File: config.mk
export PLATFORM = sky130hd
export DESIGN_NAME = seven_seg_scan_driver
export DESIGN_NICKNAME = d
export VERILOG_FILES = /design/src/rtl/seven_seg_scan_driver.sv
export SDC_FILE = /design/constraint.sdc
export NUM_CORES = 1
export LEC_CHECK = 0
export ABC_CLOCK_PERIOD_IN_PS = 3860
export BUFFER_PORTS_ARGS = -buffer_cell sky130_fd_sc_hd__buf_2
export CAP_MARGIN = 10
export CORE_MARGIN = 1.5
export CORE_UTILIZATION = 40
export DETAILED_ROUTE_END_ITERATION = 8
export GPL_ROUTABILITY_DRIVEN = 1
export SLEW_MARGIN = 15
export SYNTH_ARGS = -nofsm -noshare
export SYNTH_HDL_FRONTEND = slang
export SYNTH_SLANG_ARGS = --single-unit
export TNS_END_PERCENT = 30
File: constraint.sdc
create_clock -name clk -period 3.86 [get_ports clk]
set_input_delay 0.772 -clock clk [delete_from_list [all_inputs] [get_ports clk]]
set_output_delay 0.772 -clock clk [all_outputs]
set_load 0.02 [all_outputs]
File: src/rtl/seven_seg_scan_driver.sv
// rtl/seven_seg_scan_driver.sv - time-multiplexed hex display driver for DIGITS seven-segment digits
// Shadow-latched value, prescaled digit scan, registered one-hot anode/segment outputs.
module seven_seg_scan_driver #(
  parameter int DIGITS      = 4,
  parameter int REFRESH_DIV = 4,
  localparam int IW = (DIGITS > 1) ? $clog2(DIGITS) : 1,
  localparam int PW = (REFRESH_DIV > 1) ? $clog2(REFRESH_DIV) : 1
) (
  input  logic                  clk,
  input  logic                  rst,
  input  logic                  enable,
  input  logic                  load,
  input  logic                  blank_lz,
  input  logic [4*DIGITS-1:0]   value,
  output logic [6:0]            seg,
  output logic [DIGITS-1:0]     an,
  output logic [IW-1:0]         digit_idx,
  output logic                  frame_tick
);

  logic [4*DIGITS-1:0] shadow_q, shadow_d;
  logic [PW-1:0]       presc_q, presc_d;
  logic [IW-1:0]       idx_q, idx_d;
  logic                wrap_q, wrap_d;
  logic [6:0]          seg_q, seg_d;
  logic [DIGITS-1:0]   an_q, an_d;
  logic [IW-1:0]       digit_idx_q, digit_idx_d;
  logic                frame_tick_q, frame_tick_d;

  logic [4*DIGITS-1:0] shifted;
  logic [3:0]          nibble;
  logic                lz_blank;

  function automatic logic [6:0] hex_to_seg(input logic [3:0] n);
    logic [6:0] s;
    case (n)
      4'h0: s = 7'b1111110;
      4'h1: s = 7'b0110000;
      4'h2: s = 7'b1101101;
      4'h3: s = 7'b1111001;
      4'h4: s = 7'b0110011;
      4'h5: s = 7'b1011011;
      4'h6: s = 7'b1011111;
      4'h7: s = 7'b1110000;
      4'h8: s = 7'b1111111;
      4'h9: s = 7'b1111011;
      4'hA: s = 7'b1110111;
      4'hB: s = 7'b0011111;
      4'hC: s = 7'b1001110;
      4'hD: s = 7'b0111101;
      4'hE: s = 7'b1001111;
      default: s = 7'b1000111;
    endcase
    return s;
  endfunction

  always_comb begin
    shadow_d = load ? value : shadow_q;
    presc_d  = presc_q;
    idx_d    = idx_q;
    wrap_d   = 1'b0;
    if (enable) begin
      if (presc_q == PW'(REFRESH_DIV - 1)) begin
        presc_d = '0;
        if (idx_q == IW'(DIGITS - 1)) begin
          idx_d  = '0;
          wrap_d = 1'b1;
        end else begin
          idx_d = idx_q + 1'b1;
        end
      end else begin
        presc_d = presc_q + 1'b1;
      end
    end
  end

  // Shifting the shadow down by the digit index exposes the current nibble and,
  // in the same word, every higher nibble for the leading-zero test.
  always_comb begin
    shifted  = shadow_q >> {idx_q, 2'b00};
    nibble   = shifted[3:0];
    lz_blank = blank_lz && (idx_q != '0) && (shifted == '0);

    digit_idx_d  = idx_q;
    an_d         = '0;
    seg_d        = '0;
    frame_tick_d = 1'b0;
    if (enable) begin
      an_d         = DIGITS'(1) << idx_q;
      seg_d        = lz_blank ? 7'b0000000 : hex_to_seg(nibble);
      frame_tick_d = wrap_q;
    end
  end

  always_ff @(posedge clk or posedge rst) begin
    if (rst) begin
      shadow_q     <= '0;
      presc_q      <= '0;
      idx_q        <= '0;
      wrap_q       <= 1'b0;
      seg_q        <= '0;
      an_q         <= '0;
      digit_idx_q  <= '0;
      frame_tick_q <= 1'b0;
    end else begin
      shadow_q     <= shadow_d;
      presc_q      <= presc_d;
      idx_q        <= idx_d;
      wrap_q       <= wrap_d;
      seg_q        <= seg_d;
      an_q         <= an_d;
      digit_idx_q  <= digit_idx_d;
      frame_tick_q <= frame_tick_d;
    end
  end

  assign seg        = seg_q;
  assign an         = an_q;
  assign digit_idx  = digit_idx_q;
  assign frame_tick = frame_tick_q;

endmodule

==> results of run 1 <==
==> kinds of logic (layout without fill, tap and decap cells) <==
family / after synthesis / in the layout / share of synthesized area [%]
DFF: 35 / 35 / 50.3
and+or+nand+nor: 28 / 28 / 7.90
buffers and inverters: 15 / 51 / 4.59
muxes: 28 / 28 / 21.5
AOI/OAI and AO/OA: 14 / 14 / 5.89
xor gates and xnor gates: 4 / 4 / 2.01
adders and majority gates: 11 / 11 / 7.90
==> registers in the layout, summed over array words and instances, names as in the netlist <==
name and flops:
shadow_q 16, seg 7, an 4, digit_idx 2
digit_idx_d 2, presc_q 2, frame_tick 1, wrap_q 1
==> through the flow <==
stage          util, %  setup slack [ps]  hold WS, ps  total power, mW
2_1_floorplan        -              1670          400             1.03
3_3_place_gp      47.3              1390          440             1.14
3_5_place_dp      47.3              1350          439             1.15
4_1_cts           49.3              1340          458             1.40
5_1_grt           49.3              1150          497             1.50
6_report          49.3              1340          460             1.38
==> routing by layer <==
| layer | GRT usage, % | wire, um | part of all wire [%] |
|---|---|---|---|
| met5 | 0 | 0 | 0 |
| met4 | 7.19 | 68 | 2.2 |
| met3 | 4.97 | 166 | 5.4 |
| met2 | 22.2 | 1440 | 47 |
| met1 | 17.8 | 1400 | 46 |
==> final timing paths <==
check | from | endpoint | slack, ps | cells after the start
min reg2reg | wrap_q | frame_tick | 460 | 1
max in group asynchronous | rst | shadow_q[5] | 2980 | 3
min | wrap_q | frame_tick | 460 | 1
max | digit_idx_d[0] | seg[2] | 1340 | 6
min in group asynchronous | rst | wrap_q | 580 | 3
max reg2reg | digit_idx_d[0] | seg[2] | 1340 | 6
==> cells in the final DEF (no fill, tap or decap), types with 2 or more instances in the layout <==
cell type	n
mux2_2	19
ha_1	11
nor4_1	3
nor2_1	8
clkbuf_8	5
clkbuf_1	2
inv_1	8
nand2_1	7
xnor2_1	4
o21ai_0	3
and2_1	5
nor3_1	2
buf_2	34
a211oi_1	3
dfrtp_1	35
mux4_1	2
mux4_2	3
a21oi_1	2
mux2i_1	4
==> cell type report <==
cell class                 count  area, sq um
timing repair buffer          35          178
sequential                    35          876
clock inverter                 1         5.00
inverter                       8         30.0
fill                         380         2070
multi-input combinational     85          787
clock buffer                   7         76.3
tap                           50         62.6
==> critical path: stages (launching register included) <==
cell	delay (ps)
dfrtp_1	580
mux4_1	700
inv_1	160
ha_1	210
a21boi_0	110
a311oi_2	510
nor2_1	110
==> where the power goes <==
group	switching [mW]	total, mW	leakage (nW)	internal, mW
registers	0.0706	0.537	0.422	0.466
clock network	0.124	0.251	0.0422	0.126
logic	0.328	0.593	0.499	0.265
==> results.cfg, run 1 <==
[cts]
cts_hold_buf = 0
clock_latency_ps = 280
clock-sinks = 35
clockBufferDepth = 2
cts.repair.resized = 0
post_cts_buffers = 0
clk_pin_slew_worst_paths_ps = 70
htreeDepth = 2
cts_inserted_buffers = 5
cts_tree = yes
cts_root_buf = clkbuf_8

[pwr]
p_leak_nw = 0.963
vdd_drop_max_uv = 300
power_density_nw_per_um2 = 685

[drt]
routedWlPerCell_um = 13.9
totalWireLength_mm = 3.07
vias_per_cell = 5.00
drc = 0
postRouteAntennaNets = 0
vias = 1104
drtIter0Drc = 54
dr.pass1.iters = 4

[timing]
max_slew_margin_pct = 65.7
finalSetupViolCount = 0
rsz0062_at_grt = false
tightest_slew_ps = 514
hold_viol = 0
max_freq_mhz = 397
finalSetupTns_ps = 0
timing.final.crit_share_pct = 65.3
layout_min_cycle_time_ps = 2520
drv_slew = 0
fin_skew_ps = 5.43

[die]
initial_core_util_pct = 42.7
die_w_um = 69.0
die_y_um = 69.0
core-area_sq_um = 4090
rows = 23
pin_count = 35
die_area_sq_um = 4760

[global_route]
antenna_found_initial = 0
grt_max_degree = 36
grt_pass1_vias = 1107
grt_util_all_layers_pct = 14.3
grt.overflow.total = 0
grt_pass1_wl_mm = 5.33

[finish]
drive_above_1_share_pct = 38.0
area_growth_pct = 15.6
fin_cells = 221
final_area_sq_um = 2010
num_antenna_cells = 0
nNetsFinal = 202

[worst_setup_path]
crit_path_end_kind = register
critPathKind = reg2reg
required_ps = 4010
cp_max_fo = 10
critical_path_arrival_ps = 2670
startpoint_type = register

[synthesis]
ys_warn_count = 0
synth_ff_type = dfrtp_1
synthTopCellsByArea = dfrtp_1, mux2_2, ha_1
synth_top_cells_by_count = dfrtp_1, mux2_2, ha_1
synth_cell_types = 28
yosysTopAreaCell = dfrtp_1
synth_area_per_cell_sq_um = 12.9
synth_most_common_cell = dfrtp_1
synth_async_sr_flop_share_pct = 100
synth-edff-count = 0
synth.top_cell.area_share_pct = 50.3
ys_seq_area_share_pct = 50.3
netlist_instances = 135
syn_area_sq_um = 1740
synth_nets = 167
synth-seq-cells = 35

[placement]
hpwlAfterDp_mm = 2.27
dp.cells = 213
gp_congestion = 0.807
portBuffers = 34
dpl_cell_area_sq_um = 1930

[run_status]
status = finished, final reports clean

[worst_hold_path]
hold_path_class = reg2reg

[flow_run]
maxCapViolCount = 0
Power figures use the tool's default switching activity.
==> inputs of run 2 (changes only) <==
--- a/config.mk
+++ b/config.mk
@@ -5,7 +5,7 @@
 export SDC_FILE = /design/constraint.sdc
 export NUM_CORES = 1
 export LEC_CHECK = 0
-export ABC_CLOCK_PERIOD_IN_PS = 3860
+export ABC_CLOCK_PERIOD_IN_PS = 2400
 export BUFFER_PORTS_ARGS = -buffer_cell sky130_fd_sc_hd__buf_2
 export CAP_MARGIN = 10
 export CORE_MARGIN = 1.5
==> constraint.sdc (replaced) <==
create_clock -name clk -period 2.4 [get_ports clk]
set_input_delay 0.48 -clock clk [delete_from_list [all_inputs] [get_ports clk]]
set_output_delay 0.48 -clock clk [all_outputs]
set_load 0.02 [all_outputs]
==> run 2 against run 1 <==
  * Die area did not move
  * Power increased by 70%
  * Worst hold slack got worse by 170 ps
  * Non-clock buffer count is 3 higher
  * Combinational power is 77% higher
  * Register-to-register slack worse by 1000 ps
  * Cell count grew 1.4%
  * Global-route usage rose by 0.71 points
  * Clock power increased by 82%
  * Sequential share of layout area is 0.87 points lower
  * Via count is 1.7% higher
  * Critical endpoint is now seg[1]
  * Largest cell class unchanged
==> results.cfg, run 2 (same netlist as run 1, synthesis figures left out) <==
[finish]
fin_cells = 224
finish.utilization_pct = 50.3
drive_above_1_share_pct = 39.7
layout_common_cells = dfrtp_1, buf_2, mux2_2, ha_1
final_area_sq_um = 2060
num_antenna_cells = 0
top_register = shadow_q
nNetsFinal = 205
area_growth_pct = 17.9
final_common_cell = dfrtp_1
largest_register_ff_count = 16
fillers = 382

[global_route]
grt_util_all_layers_pct = 15.1
grt_pass1_wl_mm = 5.79
grt.overflow.total = 0
antenna_found_initial = 0
grt_max_degree = 36
grt_pass1_vias = 1182

[worst_setup_path]
cp_cell_sequence = mux4_1, inv_1, ha_1, a21boi_0, a311oi_2, buf_4, a211oi_1
critical_path_arrival_ps = 2260
slowest_stage = mux4_1
crit_path_end_kind = register
cpPeakStageDelay_ps = 660
required_ps = 2550
critPathKind = reg2reg
cp_max_fo = 7
startpoint_type = register

[cts]
cts.repair.resized = 0
htreeDepth = 2
cts_tree = yes
cts_inserted_buffers = 5
cts_hold_buf = 0
clockBufferDepth = 2
cts_root_buf = clkbuf_8
clk_pin_slew_worst_paths_ps = 70
clock_latency_ps = 280
clock-sinks = 35

[timing]
timing.final.crit_share_pct = 87.9
rsz0062_at_grt = false
layout_min_cycle_time_ps = 2110
fin_skew_ps = 5.07
drv_slew = 0
tightest_slew_ps = 438
max_freq_mhz = 474
max_slew_margin_pct = 70.8
finalSetupTns_ps = 0
hold_viol = 0
finalSetupViolCount = 0

[drt]
vias = 1123
drc = 0
drtIter0Drc = 76
totalWireLength_mm = 3.30
dr.pass1.iters = 3
postRouteAntennaNets = 0
vias_per_cell = 5.01
routedWlPerCell_um = 14.8

[pwr]
p_leak_nw = 0.987
pwr-share-seq_pct = 35.6
p_int_mw = 1.47
comb_power_share_pct = 44.9
vdd_drop_max_uv = 352
finalPower_mw = 2.34
p_sw_share_pct = 37.3
power_density_nw_per_um2 = 1140
power_frac_clock_pct = 19.5
p_sw_mw = 0.873

[die]
core-area_sq_um = 4090
initial_core_util_pct = 42.7
die_area_sq_um = 4760
die_w_um = 69.0
die_y_um = 69.0
pin_count = 35
rows = 23

[placement]
hpwlAfterDp_mm = 2.58
dp.cells = 215
dpl_cell_area_sq_um = 1950
portBuffers = 34
gp_congestion = 0.838

[worst_hold_path]
hold_path_class = in2async

[run_status]
status = finished, final reports clean

[flow_run]
maxCapViolCount = 0
[run 2: cell count changes in the layout (fill, tap and decap cells not counted)]
cell,change
buf_4,+3
clkbuf_1,-1
clkinv_2,-1
clkbuf_8,+2
[run 2: what timing repair did]
action / CTS / global route
buffers inserted: 0 / 1
hold endpoints to repair: 0 / 0
endpoints found under the setup margin: 0 / 7
[run 2: path summary, 6_finish.rpt]
check,startpoint,endpoint,slack (ps),depth (start not counted)
max reg2reg,digit_idx_d[0],seg[1],290,7
min,rst,seg[1],290,3
min reg2reg,wrap_q,frame_tick,470,1
max,digit_idx_d[0],seg[1],290,7
min in group clk,value[15],shadow_q[15],440,2
max in group asynchronous,rst,digit_idx_d[0],1790,3
[run 2: metal layers]
layer	vias to the layer above	global-route usage [%]	part of all wire, %
li1	547	-	-
met1	551	18.6	42
met2	23	25.9	53
met3	2	3.51	3.9
met4	0	5.23	0.42
met5	-	0	0
[run 2: final cells by class]
class | count | area, sq um | area share [%]
flip-flops and latches | 35 | 876 | 42.6
multi-input cells | 85 | 787 | 38.3
repair buffers | 38 | 200 | 9.74
clock buffers | 8 | 100 | 4.87
well taps | 50 | 62.6 | 3.04
inverters | 8 | 30.0 | 1.46
[run 2: power groups by stage]
stage / logic (mW) / registers (mW) / clock network (mW)
after global routing: 1.17 / 0.855 / 0.505
after floorplan: 0.702 / 0.951 / 0
after global placement: 1.01 / 0.841 / 0
after CTS: 1.06 / 0.837 / 0.477
after detailed placement: 1.05 / 0.849 / 0
final: 1.05 / 0.833 / 0.456
[run 2: worst max-delay path, delay by kind of cell (launching register included)]
kind / cells / cell delay (ps)
flops: 1 / 400
mux: 1 / 660
fa+ha+maj: 1 / 210
compound gates: 3 / 350
buf+inv: 2 / 360
[run 2: stage by stage]
stage / hold WS [ps] / setup slack [ps]
CTS: 298 / 9.66
floorplan: 400 / 207
global route: 331 / 151
finish: 289 / 291
global placement: 440 / 205
detailed placement: 462 / 13.7
==> inputs of run 3 (changes only) <==
--- a/config.mk
+++ b/config.mk
@@ -6,11 +6,12 @@
 export NUM_CORES = 1
 export LEC_CHECK = 0
 export ABC_CLOCK_PERIOD_IN_PS = 2400
-export BUFFER_PORTS_ARGS = -buffer_cell sky130_fd_sc_hd__buf_2
 export CAP_MARGIN = 10
 export CORE_MARGIN = 1.5
 export CORE_UTILIZATION = 40
+export CTS_CLUSTER_DIAMETER = 200
 export DETAILED_ROUTE_END_ITERATION = 8
+export DONT_BUFFER_PORTS = 1
 export GPL_ROUTABILITY_DRIVEN = 1
 export SLEW_MARGIN = 15
 export SYNTH_ARGS = -nofsm -noshare
==> run 3 against run 2 <==
  * First-iteration DRC count is 42% lower
  * Via count down 11%
  * Sequential power increased by 18%
  * Clock skew rose by 1.3 ps
  * Critical endpoint unchanged
  * Cell count fell by 16%
  * Largest cell class unchanged
  * Core utilization decreased by 3.9 points
  * Worst setup slack lost 9.5 ps
  * Maximum frequency is 0.45% lower
  * Non-clock buffer count down 35
  * Sequential share of layout area is 3.6 points higher
  * Combinational power decreased by 26%
==> results.cfg, run 3 (same netlist as run 1, synthesis figures left out) <==
[cts]
cts_tree = yes
clockBufferDepth = 2
cts.repair.resized = 0
clock-sinks = 35
cts_inserted_buffers = 5
clock_latency_ps = 280
clk_pin_slew_worst_paths_ps = 70
htreeDepth = 2
cts_root_buf = clkbuf_8

[finish]
layout_common_cells = dfrtp_1, mux2_2, ha_1, inv_1, nor2_1
drive_above_1_share_pct = 25.2
final_area_sq_um = 1900
nNetsFinal = 170
area_growth_pct = 8.76
finish.utilization_pct = 46.4
fin_cells = 189
num_antenna_cells = 0
final_common_cell = dfrtp_1
top_register = shadow_q
largest_register_ff_count = 16

[worst_setup_path]
cpPeakStageDelay_ps = 670
crit_buf_inv = 2
cp_cell_sequence = mux4_1, inv_1, ha_1, a21boi_0, a311oi_2, buf_4, a211oi_1
cp_max_fo = 7
critical_path_arrival_ps = 2260
slowest_stage = mux4_1
crit_path_end_kind = register
critPathKind = reg2reg
crit_family = multiplexers
required_ps = 2540
startpoint_type = register

[timing]
tightest_slew_ps = 421
hold_viol = 0
drv_slew = 0
layout_min_cycle_time_ps = 2120
fin_skew_ps = 6.34
finalSetupViolCount = 0
max_freq_mhz = 472
hold_ws_ps = 175
max_slew_margin_pct = 71.9
rsz0062_at_grt = false
fin_ws_ps = 281
timing.final.crit_share_pct = 88.3
finalSetupTns_ps = 0

[worst_hold_path]
hold_path_class = in2async

[drt]
vias = 1001
drtIter0Drc = 44
drc = 0
postRouteAntennaNets = 0
totalWireLength_mm = 3.06
routedWlPerCell_um = 16.2
dr.pass1.iters = 4
vias_per_cell = 5.30

[placement]
gp_congestion = 0.863
dpl_cell_area_sq_um = 1770
place_ws_ps = 27.1
portBuffers = 0
dp.cells = 180
hpwlAfterDp_mm = 2.34

[pwr]
p_leak_nw = 0.852
vdd_drop_max_uv = 411
finalPower_mw = 2.29
power_density_nw_per_um2 = 1210

[run_status]
status = finished, final reports clean

[die]
initial_core_util_pct = 42.7
die_y_um = 69.0
rows = 23
die_w_um = 69.0
core-area_sq_um = 4090
pin_count = 35
die_area_sq_um = 4760

[global_route]
grt_pass1_vias = 1037
antenna_found_initial = 0
grt_max_degree = 36
grt.overflow.total = 0
grt_pass1_wl_mm = 5.15
grt_util_all_layers_pct = 13.7

[flow_run]
maxCapViolCount = 0
[run 3: cell count changes in the layout (fill, tap and decap cells not counted), sizes merged]
cell / previous run / this run
buf: 38 / 3
clkbuf: 8 / 6
bufinv: 0 / 1
clkinv: 0 / 1
[run 3: path summary, 6_finish.rpt]
path / slack [ps] / start / endpoint / depth (start not counted)
hold / removal: 170 / rst / an[1] / 2
setup / recovery: 280 / digit_idx_d[0] / seg[1] / 7
max in group asynchronous: 1920 / rst / shadow_q[13] / 2
hold reg to reg: 470 / wrap_q / frame_tick / 1
min in group clk: 330 / enable / an[3] / 1
setup reg to reg: 280 / digit_idx_d[0] / seg[1] / 7
[run 3: layer usage]
layer  wire length, um  up-vias  track usage, %
met5                 0        -               0
met4                19        0            3.92
met3               164        2            5.99
met2              1530       28            22.1
met1              1350      490            16.6
li1                  -      481               -
[run 3: worst register-to-register path: stages (launching register included)]
cell and delay (ps):
dfrtp_1 400, mux4_1 670, inv_1 170, ha_1 210, a21boi_0 110, a311oi_2 190, buf_4 190, a211oi_1 50
[run 3: cell type report]
class                   count  area [sq um]
clock inverters             2          35.0
repair buffers              3          22.5
fillers                   387          2190
clock buffers               6          82.6
flip-flops and latches     35           876
inverters                   8          30.0
multi-input cells          85           787
well taps                  50          62.6
[run 3: what timing repair did]
action / 4_1_cts / 5_1_grt
endpoints found under the setup margin: 0 / 7
hold buffers: 0 / 0
hold endpoints to repair: 0 / 0
buffers inserted: 0 / 1
[run 3: power by group]
| group | leakage [nW] | total [mW] | internal, mW | switching (mW) |
|---|---|---|---|---|
| combinational | 0.369 | 0.778 | 0.370 | 0.408 |
| clock | 0.0612 | 0.533 | 0.336 | 0.197 |
| sequential | 0.422 | 0.982 | 0.752 | 0.230 |
